File: config.mk
export PLATFORM = sky130hd
export DESIGN_NAME = bcd_to_bin
export DESIGN_NICKNAME = d
export VERILOG_FILES = /design/src/rtl/bcd_to_bin.sv
export SDC_FILE = /design/constraint.sdc
export NUM_CORES = 1
export LEC_CHECK = 0
export BUFFER_PORTS_ARGS = -buffer_cell sky130_fd_sc_hd__buf_2
export CAP_MARGIN = 25
export CORE_MARGIN = 5
export CORE_UTILIZATION = 38
export CTS_CLUSTER_SIZE = 8
export DETAILED_ROUTE_END_ITERATION = 12
export GPL_ROUTABILITY_DRIVEN = 0
export SLEW_MARGIN = 20
export SYNTH_ARGS = -nofsm -noshare
export SYNTH_HDL_FRONTEND = slang
export SYNTH_SLANG_ARGS = --single-unit
File: constraint.sdc
create_clock -name clk -period 2.45 [get_ports clk]
set_input_delay 0.245 -clock clk [delete_from_list [all_inputs] [get_ports clk]]
set_output_delay 0.245 -clock clk [all_outputs]
set_load 0.005 [all_outputs]
File: src/rtl/bcd_to_bin.sv
// Sequential four-digit BCD to binary converter (reverse double-dabble, one bit per clock).
// start/valid handshake; digit and range errors are reported alongside valid.
module bcd_to_bin #(
    parameter int BIN_W = 13
) (
    input  logic             clk,
    input  logic             rst_n,
    input  logic             start,
    input  logic [3:0]       th_in,
    input  logic [3:0]       hundreds_in,
    input  logic [3:0]       tens_in,
    input  logic [3:0]       ones_in,
    output logic [BIN_W-1:0] bin,
    output logic             valid,
    output logic             busy,
    output logic             err_digit,
    output logic             err_range
);

    localparam int WORK_W = 16 + BIN_W;
    localparam int CNT_W  = $clog2(BIN_W + 1);

    localparam logic [1:0] IDLE  = 2'd0;
    localparam logic [1:0] SHIFT = 2'd1;
    localparam logic [1:0] DONE  = 2'd2;

    logic [1:0]        state;
    logic [WORK_W-1:0] work;
    logic [WORK_W-1:0] shifted;
    logic [WORK_W-1:0] adjusted;
    logic [CNT_W-1:0]  cnt;
    logic              digit_bad;

    assign digit_bad = (th_in > 4'd9) || (hundreds_in > 4'd9) ||
                       (tens_in > 4'd9) || (ones_in > 4'd9);

    // A BCD field reaching 8 after the shift received a bit worth ten from above; halved is 5, so take 3 off.
    always_comb begin
        shifted  = work >> 1;
        adjusted = shifted;
        for (int unsigned i = 0; i < 4; i++) begin
            if (shifted[BIN_W + 4*i +: 4] >= 4'd8)
                adjusted[BIN_W + 4*i +: 4] = shifted[BIN_W + 4*i +: 4] - 4'd3;
        end
    end

    always_ff @(posedge clk or negedge rst_n) begin
        if (!rst_n) begin
            state     <= IDLE;
            work      <= '0;
            cnt       <= '0;
            bin       <= '0;
            valid     <= 1'b0;
            busy      <= 1'b0;
            err_digit <= 1'b0;
            err_range <= 1'b0;
        end else begin
            case (state)
                IDLE: begin
                    valid <= 1'b0;
                    if (start) begin
                        busy <= 1'b1;
                        if (digit_bad) begin
                            err_digit <= 1'b1;
                            err_range <= 1'b0;
                            bin       <= '0;
                            valid     <= 1'b1;
                            state     <= DONE;
                        end else begin
                            work  <= {th_in, hundreds_in, tens_in, ones_in, {BIN_W{1'b0}}};
                            cnt   <= '0;
                            state <= SHIFT;
                        end
                    end
                end
                SHIFT: begin
                    work <= adjusted;
                    cnt  <= cnt + 1'b1;
                    if (cnt == CNT_W'(BIN_W - 1)) begin
                        bin       <= adjusted[BIN_W-1:0];
                        err_range <= |adjusted[WORK_W-1:BIN_W];
                        err_digit <= 1'b0;
                        valid     <= 1'b1;
                        state     <= DONE;
                    end
                end
                DONE: begin
                    valid <= 1'b0;
                    busy  <= 1'b0;
                    state <= IDLE;
                end
                default: begin
                    valid <= 1'b0;
                    busy  <= 1'b0;
                    state <= IDLE;
                end
            endcase
        end
    end

endmodule
* Yosys cells after proc, flatten, opt, wreduce, memory -nomap -nowiden
Cells that the tools add are included.
** Operators by class
- Mux-type cells :: 32
- $lt $le $gt $ge :: 8
- Reductions and logical operators :: 10
- Bitwise logic cells :: 1
- Add/sub/neg operators :: 5
- Equal/unequal tests :: 6
** Operator list (number)
- $mux W29 :: 2
- $pmux W29 S2 :: 1
- $mux W13 :: 3
- $pmux W13 S2 :: 1
- $mux W4 :: 6
- $gt A4 B4 Y1 const B :: 4
- $reduce_or A16 Y1 :: 1
- $ge A4 B4 Y1 const B :: 3
- $sub A4 B2 Y4 const B :: 3
- $mux W1 :: 10
- $ne A2 B2 Y1 const B :: 4
- $pmux W1 S2 :: 4
- $pmux W4 S2 :: 1
- $mux W2 :: 3
- $add A4 B1 Y4 const B :: 1
- $eq A4 B4 Y1 const B :: 1
- $ge A3 B4 Y1 const B :: 1
- $pmux W2 S2 :: 1
- $reduce_and A2 Y1 :: 2
- $reduce_and A4 Y1 :: 1
- $sub A3 B2 Y4 const B :: 1
- $logic_or A1 B1 Y1 :: 3
- $reduce_and A3 Y1 :: 1
- $eq A2 B1 Y1 const B :: 1
- other kinds (3) :: 3
** Storage, ports and cells
- Output and inout bits :: 17
- Logic and storage cells :: 70
- Flip-flop bits (word level) :: 52
- Input bits :: 19

* Logic depth before layout (Yosys ltp)
Gate-level depths: netlist (run 1).
- Depth in word-level cells :: 7
- Depth in mapped cells :: 7
- Depth with buffers taken out :: 7

* Worst setup path before layout (run 1)
Ideal clock, no wire load.
- Path type :: reg2reg
- Start point :: register work[22]
- End point :: register err_range
- Cell stages (with the launch flop) :: 7
- Setup slack :: 0.687 ns
- Required time :: 2.329 ns
- Period minus slack after synthesis :: 1.763 ns
- Setup time :: 0.121 ns
- Data arrival time :: 1.642 ns
- Path buffers :: 0
- Cell sequence :: dfrtp_1 -> inv_1 -> ha_1 -> mux2i_1 -> nand4_1 -> or4b_1 -> a22o_1
** Between the ends
- Longest elaborated chain between the ends :: 5
- Elaborated cells between the ends (all ways) :: 6
- Classes of those cells :: add/sub (1); order compare (1); mux (3); reduce/logical (1)
** Ends and longest elaborated chain
- start, declared :: RTL line 28 : logic [WORK_W-1:0] work;
- start signal, assigned :: RTL line 70 : work <= {th_in, hundreds_in, tens_in, ones_in, {BIN_W{1'b0}}};
- start signal, assigned :: RTL line 77 : work <= adjusted;
- $sub A4 B2 Y4 / $ge A4 B4 Y1 (equally long branches) :: RTL line 43, 42
- $mux W4 (*) :: RTL line 42 : if (shifted[BIN_W + 4*i +: 4] >= 4'd8)
- $reduce_or A16 Y1 (*) :: RTL line 81 : err_range <= |adjusted[WORK_W-1:BIN_W];
- $mux W1 (*) :: RTL line 79 : if (cnt == CNT_W'(BIN_W - 1)) begin
- $pmux W1 S2 (*) :: RTL line 58 : case (state)
- end signal, assigned :: RTL line 81
- end, declared :: RTL line 17 : output logic err_range
Mark *: on every way between the ends. The rest lies on a longest branch, timed or not. The select of a mux whose other input is x is not followed.
A chain may end at the register's enable or synchronous reset.

* Final worst setup path (run 1)
Same ends and word-level chain as after synthesis.

==> results of run 1 <==
==> final cells by class <==
class	count	area [um2]
Clock inverter	3	26.3
Fill cell	607	3510
Sequential cell	51	1280
Inverter	13	51.3
Clock buffer	5	68.8
Timing Repair Buffer	44	245
Tap cell	77	96.3
Multi-Input combinational cell	152	1150
==> worst min path at each step <==
stage / startpoint / end / slack [ps] / cells after the start
3_3_place_gp: rst_n / work[23] / 200 / 1
2_1_floorplan: rst_n / bin[0] / -50 / 0
4_1_cts: tens_in[2] / work[19] / 220 / 3
6_report: tens_in[2] / work[19] / 230 / 3
3_5_place_dp: rst_n / work[23] / 210 / 1
5_1_grt: tens_in[2] / work[19] / 230 / 3
==> registers in the layout (all words and copies together), names as in the netlist <==
signal / count
cnt: 4
valid: 1
work: 28
bin: 13
state: 2
err_range: 1
err_digit: 1
busy: 1
==> cells in the mapped netlist, types with 4 or more instances <==
cell type  instances
a21o_1             5
a21oi_1            4
a22o_1            16
and2_1             5
buf_2              7
dfrtp_1           51
ha_1               8
inv_1             12
mux2_1             7
mux2_4             5
mux2i_1            6
nand2_1           22
nand3_1            4
nor2_1             5
nor2b_1            4
nor4_1             4
o21ai_0           15
o21ai_1            4
xnor2_1            6
==> per-layer routing <==
metal | up-vias | part of all wire [%] | wire length, um | GRT usage, %
met5 | - | 0 | 0 | 0
met3 | 7 | 3.4 | 187 | 2.70
met4 | 0 | 1.0 | 57 | 4.08
met2 | 37 | 48 | 2650 | 22.9
met1 | 867 | 48 | 2620 | 19.2
li1 | 888 | - | - | -
==> where the power goes <==
part	switching [W]	leakage (nW)	internal (W)
clock	0.000309	0.0491	0.000211
combinational	0.000556	0.729	0.000523
sequential	0.000293	0.659	0.00110
==> cell families (layout without fill, tap and decap cells) <==
family / after synthesis / count (layout) / synth area share [%]
AOI/OAI and AO/OA: 60 / 60 / 17.0
and+or+nand+nor: 57 / 57 / 12.2
DFF: 51 / 51 / 50.2
buffers and inverters: 25 / 65 / 4.87
muxes: 21 / 21 / 9.74
adders and majority gates: 8 / 8 / 3.94
xor gates and xnor gates: 6 / 6 / 2.07
==> stage by stage <==
stage               area (um2)  utilization (%)  total power (W)  worst slack, ps  hold slack [ps]
global placement          2810             43.7          0.00246              491              205
CTS                       2910             45.3          0.00303              401              215
floorplan                 2540                -          0.00219              687            -50.6
detailed placement        2810             43.7          0.00250              438              206
global route              2910             45.3          0.00325              269              233
finish                    2910             45.3          0.00299              422              228
==> worst reg2reg max path: stages (launching register included) <==
cell	delay, ps
dfrtp_1	440
inv_1	80
ha_1	300
mux2i_1	210
nand4_1	110
or4b_1	590
a22o_1	200
==> metrics.csv, run 1 <==
stage,metric,value,unit
logic_synthesis,syn_area_per_cell,11.2,um2
die,dieArea,8430,um2
global_route,grt_pass1_vias,1880,
logic_synthesis,synth_top_area_share,50.2,%
logic_synthesis,yosys.area.top_type,dfrtp_1,
cts,post_cts_buffers,0,
die,core_area,6420,um2
cts,cts_buffers,5,
cts,cts_resized,0,
global_route,antenna_found_initial,0,
timing,max_freq,493,MHz
critical_path,path_depth,6,
logic_synthesis,synth_seq_cells,51,
cts,htreeDepth,2,
die,fp.dieW,91.8,um
timing,maxSlewHeadroom,67.9,%
drt,drt_iter0_drc,124,
drt,drt_wl_total,5510,um
cells_and_area,final_cell_mix,"dfrtp_1 (51), buf_2 (35), nand2_1 (22), a22o_1 (16), o21ai_0 (15)",
timing,slew_viol_final,0,
global_route,track_usage,14.1,%
critical_path,cpMaxStageDelayCell,or4b_1,
critical_path,crit_path_end_kind,flip-flop,
logic_synthesis,netlist_instances,228,
logic_synthesis,synthArstFlopShare,100,%
critical_path,critPathMaxFanout,5,
timing,finClkSkew,8.08,ps
timing,finalSetupViolCount,0,
die,die_y,91.8,um
critical_path,worstPathArrival,2230,ps
critical_path,r2r_cells,6,
critical_path,cp_top_family,simple AND/OR/NAND/NOR gates,
critical_path,crit_chain,inv_1 > ha_1 > mux2i_1 > nand4_1 > or4b_1 > a22o_1,
global_route,grt_first_pass_wirelength,9550,um
power,p_leak,1.44,nW
cts,clk_path_buf_depth,2,
timing,setup_tns,0,ps
logic_synthesis,syn_area,2540,um2
global_route,grt_max_degree,24,
logic_synthesis,synth_edf_count,0,
drt,firstDrtPassIters,4,
cells_and_area,nNetsFinal,294,
cells_and_area,final_common_cell,dfrtp_1,
critical_path,r2r_start,work[22],
cells_and_area,areaGrowthSynthToFinish,14.4,%
logic_synthesis,ys_types,42,
placement,dp_cells,336,
die,placement_rows,29,
critical_path,r2r_slack,420,ps
logic_synthesis,synthesis.nets,255,
cts,clk_latency,310,ps
placement,io_buffers,35,
critical_path,r2r_end,err_range,
logic_synthesis,ys_warn_count,0,
timing,rsz0062_at_grt,no,
global_route,grt_overflow_total,0,
timing,tightest_slew,479,ps
die,start_util,39.6,%
critical_path,critPathKind,flip-flop to flip-flop,
die,pin_count,36,
cts,root_buffer,clkbuf_8,
critical_path,critPathRequiredTime,2660,ps
cts,ctsHoldBuffers,1,
cells_and_area,drive_above_1_share,24.3,%
worst_hold_path,hold_path.class,input pin to flip-flop,
status,outcome,completed,
cells_and_area,antenna_cells,0,
logic_synthesis,yosysSeqAreaShare,50.2,%
cts,clk_pin_slew,100,ps
critical_path,slowest_delay,590,ps
critical_path,worst_setup_path_start_kind,flip-flop,
drt,via_per_inst,5.21,
drt,drtAntennaViolNets,0,
placement,dpl.hpwl,4000,um
timing,hold_viol_final,0,
critical_path,path_buf_inv,1,
logic_synthesis,synthFlopType,dfrtp_1,
timing,min_period,2030,ps
flow_run,drv_cap,0,
power,peakVddDrop,0.349,mV
cts,cts_sinks,51,
drt,wl_per_cell,16.0,um
critical_path,endpoint,err_range,
cts,cts_tree,done,
power,power_density,1030,nW/um2
drt,vias,1799,
critical_path,startpoint,work[22],
cells_and_area,instances_no_fill,345,
drt,drc,0,
logic_synthesis,synth_area_leaders,"dfrtp_1 (50%), a22o_1 (5.5%), ha_1 (3.9%)",
timing,period_share,82.8,%
No activity file was read; power rests on OpenSTA's default activity.
==> inputs of run 2 (changes only) <==
ABC_AREA = 1   (was default)
clock period = 2.1 ns   (was 2.45 ns; I/O delays follow)
==> run 2 against run 1 <==
Effect of this change: final cell count grew 36%; combinational power grew 11%; first-iteration DRC count shrank 15%; maximum frequency grew 29%; clock skew about the same; power is 17% higher; global-route usage up 0.22 points; sequential share of layout area decreased by 0.81 points; clock-buffer cell count unchanged; register-to-register slack gained 100 ps; area after synthesis is 3.4% higher; largest power group unchanged.
==> metrics.csv, run 2 <==
stage,metric,value,unit
die,placement_rows,30,
critical_path,r2r_start,cnt[0],
timing,finClkSkew,7.97,ps
cts,root_buffer,clkbuf_8,
power,power,0.00350,W
timing,rsz0062_at_grt,no,
cts,cts_resized,0,
logic_synthesis,yosys.area.top_type,dfrtp_1,
timing,max_freq,634,MHz
drt,vias,2198,
power,p_leak,1.74,nW
drt,drc,0,
placement,dpl.hpwl,4090,um
power,peakVddDrop,0.381,mV
die,pin_count,36,
cells_and_area,final_cell_mix,"nand2_1 (174), dfrtp_1 (51), buf_2 (35), nor2_1 (30), nand3_1 (30)",
logic_synthesis,ys_warn_count,0,
logic_synthesis,synth_common_cells,"nand2_1 (174), dfrtp_1 (51), nand3_1 (30), nor2_1 (30), inv_1 (21)",
logic_synthesis,synthArstFlopShare,100,%
die,fp.dieW,93.2,um
logic_synthesis,yosys.cell_count.top_type,nand2_1,
critical_path,r2r_slack,520,ps
timing,tightest_slew,656,ps
logic_synthesis,yosysSeqAreaShare,48.5,%
cells_and_area,largest_reg_flops,28,
logic_synthesis,syn_area_per_cell,7.43,um2
logic_synthesis,synth_top_area_share,48.5,%
logic_synthesis,synth_seq_cells,51,
critical_path,critPathMaxFanout,17,
cells_and_area,nNetsFinal,416,
cells_and_area,reg_top3,"work (28), bin (13), cnt (4)",
cts,cts_tree,done,
drt,drt_iter0_drc,105,
cells_and_area,drive_above_1_share,15.1,%
power,power_density,1180,nW/um2
logic_synthesis,synth_adder_area_share,3.80,%
critical_path,critPathKind,flip-flop to flip-flop,
global_route,grt_max_degree,52,
die,start_util,38.9,%
cells_and_area,top_register,work,
critical_path,r2r_cells,7,
global_route,track_usage,14.3,%
power,switching_share,40.7,%
cts,ctsHoldBuffers,0,
timing,setup_tns,0,ps
critical_path,worstPathArrival,1790,ps
cells_and_area,areaGrowthSynthToFinish,12.7,%
critical_path,r2r_end,err_range,
cts,clk_latency,310,ps
worst_hold_path,hold_path.class,input pin to asynchronous set/reset pin,
drt,via_per_inst,4.68,
timing,holdWs,12.5,ps
cts,clk_pin_slew,100,ps
global_route,antenna_found_initial,0,
logic_synthesis,synthFlopType,dfrtp_1,
drt,firstDrtPassIters,5,
timing,min_period,1580,ps
global_route,grt_overflow_total,0,
cells_and_area,fill_cells,695,
logic_synthesis,ys_types,23,
power,pwr-share-comb,34.2,%
placement,io_buffers,35,
die,dieArea,8690,um2
critical_path,worst_setup_path_start_kind,flip-flop,
timing,finalSetupViolCount,0,
timing,slew_viol_final,0,
power,power_frac_seq,46.2,%
drt,wl_per_cell,12.3,um
timing,period_share,75.1,%
cells_and_area,finish.utilization,43.9,%
logic_synthesis,synth-simple-area-share,37.1,%
cells_and_area,regArea,1280,um2
logic_synthesis,syn_area,2630,um2
cells_and_area,antenna_cells,0,
logic_synthesis,netlist_instances,354,
power,p_clk_share,19.7,%
die,core_area,6760,um2
flow_run,drv_cap,0,
status,outcome,completed,
cells_and_area,multiInputGateArea,1170,um2
logic_synthesis,synthesis.nets,381,
logic_synthesis,synth_top_family_by_area,simple AND/OR/NAND/NOR gates,
drt,drt_wl_total,5760,um
power,intPower,0.00208,W
drt,drtAntennaViolNets,0,
cts,clk_path_buf_depth,2,
timing,hold_viol_final,0,
logic_synthesis,muxShareOfSynthArea,0,%
die,die_y,93.2,um
global_route,grt_first_pass_wirelength,9900,um
logic_synthesis,synth_edf_count,0,
cts,htreeDepth,2,
timing,maxSlewHeadroom,56.2,%
cts,cts_sinks,51,
critical_path,critPathRequiredTime,2310,ps
cts,cts_buffers,5,
cts,post_cts_buffers,0,
power,p_sw,0.00142,W
logic_synthesis,synth-xor-area-share,0,%
cells_and_area,final_common_cell,nand2_1,
logic_synthesis,synth_compound_area_share,3.71,%
global_route,grt_pass1_vias,2102,
critical_path,crit_path_end_kind,flip-flop,
logic_synthesis,synth_area_leaders,"dfrtp_1 (49%), nand2_1 (25%), nand3_1 (5.7%)",
## run 2: changes by cell type after synthesis, moves of 6 or more
cell and change:
xnor2_1 -6, nand2_1 +152, nor2_1 +25, a22o_1 -16, nand3_1 +26, mux2_1 -7
inv_1 +9, o21ai_0 -10, mux2i_1 -6
## run 2: area by class of cell
| type | count | share of cell area [%] |
|---|---|---|
| flip-flops and latches | 51 | 43.0 |
| multi-input cells | 266 | 39.6 |
| repair buffers | 39 | 6.92 |
| well taps | 80 | 3.38 |
| inverters | 26 | 3.29 |
| clock buffers | 5 | 2.32 |
| clock inverters | 3 | 1.48 |
## run 2: critical path: stages (launching register included)
cell and delay (ps):
dfrtp_1 440, inv_1 100, ha_1 150, nand3_1 150
o21ai_1 200, nand2_2 240, nand2_1 140, nand2_1 60
## run 2: kinds of logic (layout without fill, tap and decap cells)
family	count (synthesis)	after routing
adders and majority gates	8	8
AOI/OAI and AO/OA	16	16
and+or+nand+nor	242	242
DFF	51	51
buffers and inverters	37	73
## run 2: routing by layer
metal | global-route usage, % | share of wire [%]
met4 | 4.76 | 1.5
met3 | 2.49 | 3.1
met5 | 0 | 0
met1 | 20.1 | 50
met2 | 22.3 | 45
## run 2: per-stage QoR
| step | instance area [um2] | worst slack (ps) | std cells |
|---|---|---|---|
| after floorplan | 2630 | 737 | 354 |
| after global placement | 2850 | 502 | 462 |
| after detailed placement | 2850 | 476 | 462 |
| after CTS | 2970 | 497 | 470 |
| after global routing | 2970 | 357 | 470 |
| final | 2970 | 523 | 470 |
## run 2: power by group through the flow
stage	Sequential, W	Clock (W)	Combinational, W
after detailed placement	0.00164	0	0.00120
after global placement	0.00163	0	0.00117
after global routing	0.00169	0.000741	0.00140
after CTS	0.00162	0.000707	0.00121
after floorplan	0.00155	0	0.000972
final	0.00162	0.000689	0.00120
## run 2: worst max path at each step
stage	start	endpoint	slack (ps)	depth (start not counted)
floorplan	cnt[0]	bin[3]	740	8
global route	cnt[0]	bin[12]	360	7
CTS	cnt[0]	err_range	500	7
global placement	ones_in[1]	work[28]	500	9
detailed placement	ones_in[1]	work[1]	480	9
finish	cnt[0]	err_range	520	7
==> inputs of run 3 (changes only) <==
clock period = 1.3 ns   (was 2.1 ns; I/O delays follow)
==> run 3 against run 2 <==
Effect of this change: the flow now finishes with violations (negative setup slack); global-route usage rose by 1.0 points; combinational power rose to 2.9 times the previous value; clock-buffer cell count did not move; utilization rose by 10 points; cell area rose by 23%; critical path depth rose by 3; maximum frequency rose by 13%.
==> metrics.csv, run 3 (synthesized netlist as in run 2, its figures left out) <==
stage,metric,value,unit
status,outcome,finished with violations,
status,violations,negative setup slack,
cts,root_buffer,clkbuf_8,
timing,finalSetupViolCount,18,
timing,setup_tns,-899,ps
drt,vias,2514,
critical_path,r2r_end,err_range,
critical_path,cpMostUsedCell,nand2_1,
cts,clk_path_buf_depth,2,
cells_and_area,instances_no_fill,512,
drt,drt_iter0_drc,109,
cts,clk_pin_slew,110,ps
global_route,track_usage,15.3,%
cells_and_area,areaGrowthSynthToFinish,38.3,%
critical_path,endpoint,err_range,
timing,holdWs,59.1,ps
placement,dpl.hpwl,4300,um
power,peakVddDrop,0.662,mV
cts,cts_sinks,51,
die,pin_count,36,
timing,rsz0062_at_grt,yes,
timing,max_freq,718,MHz
critical_path,crit_path_end_kind,flip-flop,
global_route,antenna_found_initial,0,
critical_path,worst_setup_path_start_kind,flip-flop,
timing,tightest_slew,321,ps
cells_and_area,final_cell_mix,"nand2_1 (154), dfrtp_1 (49), buf_2 (35), nand3_1 (26)",
cells_and_area,final_common_cell,nand2_1,
critical_path,worstPathArrival,1610,ps
die,core_area,6760,um2
critical_path,crit_chain,inv_2 > ha_4 > nand2_4 > nand2_2 > nor2_2 > nand2_1 > nor2_1 > nand2_1 > nand2_1 > nand2_1,
cells_and_area,reg_top3,"work (28), bin (13), cnt (4)",
critical_path,path_depth,10,
drt,drc,0,
cts,clk_latency,320,ps
timing,slew_viol_final,0,
cells_and_area,antenna_cells,0,
cts,cts_tree,done,
cells_and_area,largest_reg_flops,28,
worst_hold_path,min_path_cells,3,
die,die_y,93.2,um
drt,via_per_inst,4.91,
critical_path,startpoint,work[18],
cells_and_area,top_register,work,
drt,firstDrtPassIters,5,
die,placement_rows,30,
timing,min_period,1390,ps
flow_run,drv_cap,0,
timing,layout_setup_ws,-92.9,ps
cells_and_area,drive_above_1_share,33.8,%
placement,dp_cells,483,
cells_and_area,fill_cells,641,
timing,period_share,107,%
die,start_util,38.9,%
cts,cts_buffers,5,
cells_and_area,nNetsFinal,458,
drt,wl_per_cell,13.7,um
drt,drt_wl_total,6990,um
critical_path,r2r_start,work[18],
cells_and_area,regArea,1280,um2
cells_and_area,multiInputGateArea,1450,um2
timing,finClkSkew,11.3,ps
critical_path,critPathMaxFanout,3,
cts,htreeDepth,2,
global_route,grt_pass1_vias,2236,
worst_hold_path,hold_path.class,input pin to flip-flop,
critical_path,slowest_delay,420,ps
power,p_leak,1.99,nW
timing,hold_viol_final,0,
critical_path,cp_top_family,simple AND/OR/NAND/NOR gates,
critical_path,r2r_slack,-90,ps
critical_path,critPathRequiredTime,1510,ps
timing,maxSlewHeadroom,78.6,%
global_route,grt_overflow_total,0,
power,power_density,1930,nW/um2
die,fp.dieW,93.2,um
die,dieArea,8690,um2
drt,drtAntennaViolNets,0,
global_route,grt_max_degree,42,
critical_path,path_buf_inv,1,
placement,io_buffers,35,
global_route,grt_first_pass_wirelength,10600,um
critical_path,cpMaxStageDelayCell,dfrtp_1,
critical_path,critPathKind,flip-flop to flip-flop,
critical_path,r2r_cells,10,
-- run 3: what timing repair did --
action,in CTS,in global routing
gates cloned,1,3
setup buffers,2,14
pin swaps,10,32
hold endpoints to repair,10,0
hold buffers,1,0
resized for setup,11,68
setup endpoints to repair,49,50
-- run 3: how the worst min path moves through the flow --
stage,start,endpoint,slack (ps)
finish,th_in[3],work[28],60
global placement,rst_n,work[23],40
global route,th_in[3],work[28],60
floorplan,rst_n,bin[0],-170
detailed placement,rst_n,work[23],40
CTS,th_in[3],work[28],50
-- run 3: through the flow --
stage               total power (W)  instance area (um2)  util [%]  setup WS [ps]
finish                      0.00704                 3640      53.9          -92.9
global route                0.00759                 3640      53.9           -200
CTS                         0.00610                 3230      47.9          -59.4
detailed placement          0.00495                 3040      45.1          -96.5
global placement            0.00487                 3040      45.1          -82.9
floorplan                   0.00409                 2640         -         0.0135
-- run 3: power by group --
| group | switching, W | internal [W] | total, W |
|---|---|---|---|
| clock | 0.000596 | 0.000397 | 0.000993 |
| combinational | 0.00189 | 0.00155 | 0.00344 |
| sequential | 0.000499 | 0.00210 | 0.00260 |
| total | 0.00299 | 0.00405 | 0.00704 |
-- run 3: cell type report --
cell class                 count  area share [%]
clock buffer                   5            1.89
multi-input combinational    269            39.8
clock inverter                 3           0.722
tap                           80            2.75
inverter                      26            2.85
sequential                    51            35.1
timing repair buffer          78            16.8
-- run 3: per-layer routing --
layer / vias up / part of all wire (%) / track usage, %
met5: - / 0 / 0
met4: 0 / 2.6 / 6.59
met3: 12 / 4.4 / 2.90
met2: 61 / 50 / 23.4
met1: 1183 / 43 / 21.2
li1: 1258 / - / -
-- run 3: worst min-delay path, stage by stage --
cell and delay [ps]:
buf_2 100, nand2_1 50, nand2_1 50
